[config.mk]
export PLATFORM = sky130hd
export DESIGN_NAME = cv32e40p_clk_gate_ctrl
export DESIGN_NICKNAME = d
export VERILOG_FILES = /design/src/rtl/cv32e40p_clk_gate_ctrl.sv
export SDC_FILE = /design/constraint.sdc
export NUM_CORES = 1
export LEC_CHECK = 0
export CORE_MARGIN = 8
export CORE_UTILIZATION = 39
export DETAILED_ROUTE_END_ITERATION = 10
export MAX_ROUTING_LAYER = met4
export PLACE_DENSITY = 0.93
export SYNTH_ARGS = -nofsm -noshare
export SYNTH_HDL_FRONTEND = slang
export SYNTH_SLANG_ARGS = --single-unit
[constraint.sdc]
create_clock -name clk_i -period 2.9 [get_ports clk_i]
set_input_delay 0.58 -clock clk_i [delete_from_list [all_inputs] [get_ports clk_i]]
set_output_delay 0.58 -clock clk_i [all_outputs]
set_load 0.05 [all_outputs]
[src/rtl/cv32e40p_clk_gate_ctrl.sv]
// Core clock-gate sequencer: drains before gating on sleep, ungates on wake/debug/force,
// and acknowledges once the clock has settled. Also counts cycles spent gated.
module cv32e40p_clk_gate_ctrl #(
    parameter int DRAIN_CYCLES = 4,
    parameter int WAKE_CYCLES  = 2,
    parameter int NUM_WAKE     = 32,
    parameter int CNT_W        = 16
) (
    input  logic                clk_i,
    input  logic                rst_ni,
    input  logic                scan_cg_en_i,
    input  logic                sleep_req_i,
    input  logic [NUM_WAKE-1:0] wake_src_i,
    input  logic [NUM_WAKE-1:0] wake_mask_i,
    input  logic                debug_req_i,
    input  logic                force_on_i,
    input  logic                cnt_clr_i,
    output logic                clk_en_o,
    output logic                gated_o,
    output logic                wake_ack_o,
    output logic [CNT_W-1:0]    sleep_cnt_o
);

    localparam int MAXC = (DRAIN_CYCLES > WAKE_CYCLES) ? DRAIN_CYCLES : WAKE_CYCLES;
    localparam int CW   = $clog2(MAXC + 1);

    typedef enum logic [1:0] {RUN, DRAIN, GATED, WAKE} state_e;

    state_e           state_q;
    logic [CW-1:0]    cnt_q;
    logic             clk_en_q;
    logic             gated_q;
    logic             ack_q;
    logic [CNT_W-1:0] sleep_cnt_q;
    logic             wake;

    assign wake = (|(wake_src_i & wake_mask_i)) | debug_req_i | force_on_i;

    // Reset lands in RUN with the clock enabled, so the core clock is never left gated.
    always_ff @(posedge clk_i or negedge rst_ni) begin
        if (!rst_ni) begin
            state_q  <= RUN;
            cnt_q    <= '0;
            clk_en_q <= 1'b1;
            gated_q  <= 1'b0;
            ack_q    <= 1'b0;
        end else begin
            ack_q <= 1'b0;
            case (state_q)
                RUN: begin
                    if (sleep_req_i && !wake) begin
                        state_q <= DRAIN;
                        cnt_q   <= CW'(DRAIN_CYCLES);
                    end
                end
                DRAIN: begin
                    if (wake || !sleep_req_i) begin
                        state_q <= RUN;
                    end else if (cnt_q == '0) begin
                        state_q  <= GATED;
                        clk_en_q <= 1'b0;
                        gated_q  <= 1'b1;
                    end else begin
                        cnt_q <= cnt_q - CW'(1);
                    end
                end
                GATED: begin
                    if (wake || !sleep_req_i) begin
                        state_q  <= WAKE;
                        cnt_q    <= CW'(WAKE_CYCLES);
                        clk_en_q <= 1'b1;
                        gated_q  <= 1'b0;
                    end
                end
                WAKE: begin
                    // Sleep requests are ignored until the settle window completes.
                    if (cnt_q == '0) begin
                        state_q <= RUN;
                        ack_q   <= 1'b1;
                    end else begin
                        cnt_q <= cnt_q - CW'(1);
                    end
                end
                default: begin
                    state_q  <= RUN;
                    clk_en_q <= 1'b1;
                    gated_q  <= 1'b0;
                end
            endcase
        end
    end

    always_ff @(posedge clk_i or negedge rst_ni) begin
        if (!rst_ni) begin
            sleep_cnt_q <= '0;
        end else if (cnt_clr_i) begin
            sleep_cnt_q <= '0;
        end else if (state_q == GATED && !(&sleep_cnt_q)) begin
            sleep_cnt_q <= sleep_cnt_q + CNT_W'(1);
        end
    end

    assign clk_en_o    = clk_en_q | scan_cg_en_i;
    assign gated_o     = gated_q;
    assign wake_ack_o  = ack_q;
    assign sleep_cnt_o = sleep_cnt_q;

endmodule

==> results.md, run 1 <==
* Run status: complete, no violations
* Synthesized area at 1420 um2
* Max Slew Vio Count at 0
* H-tree depth at 1
* DR vias at 1466
* Area Growth Syn to Fin at 69.4%
* Lkg Pwr at 0.988 nW
* Global-route wire length before repair at 7.30 mm
* CTS tree: yes
* RSZ-0062 raised after global routing: no
* Post-synth EDFFs at 0
* Nets at 308
* Most frequent CP cell: clkdlybuf4s50_1
* RD Place Congestion at 0.767
* DRT Wirelength at 4.31 mm
* Post-DR wirelength/cell at 15.3 um
* Starting density of the core at 39.8%
* Row count at 22
* Top Ports at 90
* Ys Warns at 0
* Antenna cells at 0
* Sequential area share after synthesis at 42.3%
* Worst path required time at 2.32 ns
* Least-Margin Pin Slew at 0.797 ns
* TritonCTS buffer count at 3
* Detailed Place HPWL at 3.83 mm
* Max Cap Violations at 0
* Vias per std cell at 5.22
* Mapped Avg Cell Area at 9.95 um2
* Synth async-reset ratio at 100%
* Data arrival, critical path at 1.95 ns
* Setup Buffers After CTS at 0
* Min-Delay Path Depth at 2
* Insertion delay to the later sink of the worst-skew pair at 0.31 ns
* Hold_buf cts at 0
* Detailed router's first-iteration violation count at 67
* Slowest-stage cell, CP: clkdlybuf4s50_1
* FF+latch count, synth at 24
* Gates resized, CTS repair at 0
* Top_reg_cell synth: dfrtp_1
* Period utilization at 87.2%
* Final Skew at 0.0121 ns
* Yosys cell types at 43
* Dpl cells at 277
* Vias in the first global route at 1596
* Die width at 76.4 um
* Core ar. at 3580 um2
* PD cells at 290 nW/um2
* FF-to-FF path depth at 6
* CP max stage delay at 0.70 ns
* Crit Path Max Fanout at 1
* GRT Util Overall at 15.7%
* Hold Crit Class: reg2reg
* CTS Root Cell: clkbuf_4
* Full die area at 5840 um2
* Syn Inst Count at 143
* Number of port buffers at 89
* Deepest clock path buffer count at 2
* Initial antenna violation count at 0
* Largest net degree at the start of global routing at 19
* Final count of hold timing violations at 0
* Setup crit end kind: output port
* GR Overflow Total at 0
* Synth Net Count at 217
* Startpoint types: input pin
* Setup Total Neg Slack at 0 ns
* Layout Cells excl Fill at 281
* Slew margin rel. at 46.7%
* Clk slew on worst S/H paths at 0.13 ns
* Crit path kind: in2out
* CTS Sinks at 24
* Antenna violation net count after detailed routing at 0
* Period minus WS final at 2.53 ns
* Endpoints failing setup at 0
* Detailed Routing Iterations Pass 1 at 4
* Layout cells sized above 1 at 6.87%
* Crit-path cells: clkdlybuf4s50_1 > or2_2 > clkdlybuf4s50_1
* DRC Markers at 0
* Max rail drop VDD at 0.180 mV
* FMAX at 395 MHz
* Die Y-Extent at 76.4 um
[power breakdown]
| group | switching, mW | internal [mW] | total (mW) |
|---|---|---|---|
| sequential | 0.000903 | 0.336 | 0.337 |
| clock | 0.0944 | 0.140 | 0.234 |
| combinational | 0.0322 | 0.0965 | 0.129 |
[synth_stat cells (4+ instances only)]
library cell,n,area (um2)
nand3_1,8,40.0
xor2_1,9,78.8
a22oi_1,11,82.6
nor3_1,4,20.0
nand2_1,9,33.8
inv_1,8,30.0
nor2_1,16,60.1
a22o_1,4,35.0
dfrtp_1,23,576
[worst max-delay path: cells and delay by family]
| family | cells | cell delay (ns) |
|---|---|---|
| simple gates | 1 | 0.28 |
| buf+inv | 2 | 1.09 |
[worst paths after layout]
check | startpoint | end | slack (ns)
max in group asynchronous | rst_ni | sleep_cnt_o[6] | 1.57
max | scan_cg_en_i | clk_en_o | 0.37
max reg2reg | sleep_cnt_o[3] | sleep_cnt_o[13] | 1.11
min | clk_en_q | clk_en_q | 0.50
min in group asynchronous | rst_ni | sleep_cnt_o[1] | 0.72
min reg2reg | clk_en_q | clk_en_q | 0.50
[cell usage in the layout, fill, tap and decap left out, types with 2 or more instances in the layout]
| cell type | n |
|---|---|
| clkdlybuf4s50_1 | 89 |
| dfrtp_1 | 23 |
| nor2_1 | 16 |
| a22oi_1 | 11 |
| nand2_1 | 9 |
| xor2_1 | 9 |
| inv_1 | 8 |
| nand3_1 | 8 |
| nor3_1 | 4 |
| a22o_1 | 4 |
| and4_1 | 3 |
| xnor2_1 | 3 |
| o21ai_0 | 3 |
| nand4_1 | 3 |
| a221oi_1 | 3 |
| o31ai_1 | 3 |
| ha_1 | 3 |
| clkbuf_4 | 3 |
| a21oi_1 | 2 |
| o21a_1 | 2 |
| and3_1 | 2 |
[per-stage QoR]
| stage | instance area, um2 | hold slack, ns | power (mW) | setup WS, ns | utilization [%] |
|---|---|---|---|---|---|
| after CTS | 2410 | 0.498 | 0.709 | 0.362 | 67.3 |
| after global routing | 2410 | 0.551 | 0.735 | 0.352 | 67.3 |
| after detailed placement | 2360 | 0.475 | 0.474 | 0.307 | 65.9 |
| after global placement | 2360 | 0.480 | 0.471 | 0.352 | 65.9 |
| final | 2410 | 0.497 | 0.700 | 0.371 | 67.3 |
| after floorplan | 1420 | 0.284 | 0.367 | 0.859 | - |
[registers in the layout, summed over array words and instances, names as in the netlist, named ones only]
signal and cells:
sleep_cnt_o 16, cnt_q 3, clk_en_q 1, gated_o 1
state_q 1, wake_ack_o 1
[logic make-up (layout without fill, tap and decap cells)]
family	Yosys count	after routing	synth area share, %
and+or+nand+nor	53	53	21.0
AOI/OAI and AO/OA	37	37	21.4
DFF	24	24	42.3
xor gates and xnor gates	12	12	7.39
buffers and inverters	12	102	3.78
adders and majority gates	3	3	2.64
muxes	2	2	1.50
[cell type report]
cell class	count	area [um2]
tap	48	60.1
fill	291	1170
sequential	24	602
clock buffer	3	22.5
inverter	8	30.0
multi-input combinational	107	767
timing repair buffer	90	898
clock inverter	1	30.0
[layer usage]
layer / wire, um / vias to the layer above / track usage [%] / part of all wire (%)
li1: - / 712 / - / -
met1: 1670 / 686 / 16.0 / 39
met2: 2170 / 68 / 26.5 / 50
met3: 473 / 0 / 7.08 / 11
met4: 0 / 0 / 4.62 / 0
met5: 0 / - / - / 0
(Power assumes the default switching activity.)
==> run 2: changes to the inputs <==
- CAP_MARGIN: default -> 20
==> results of run 2 <==
Final layout, timing and power as in run 1 (identical DEF).
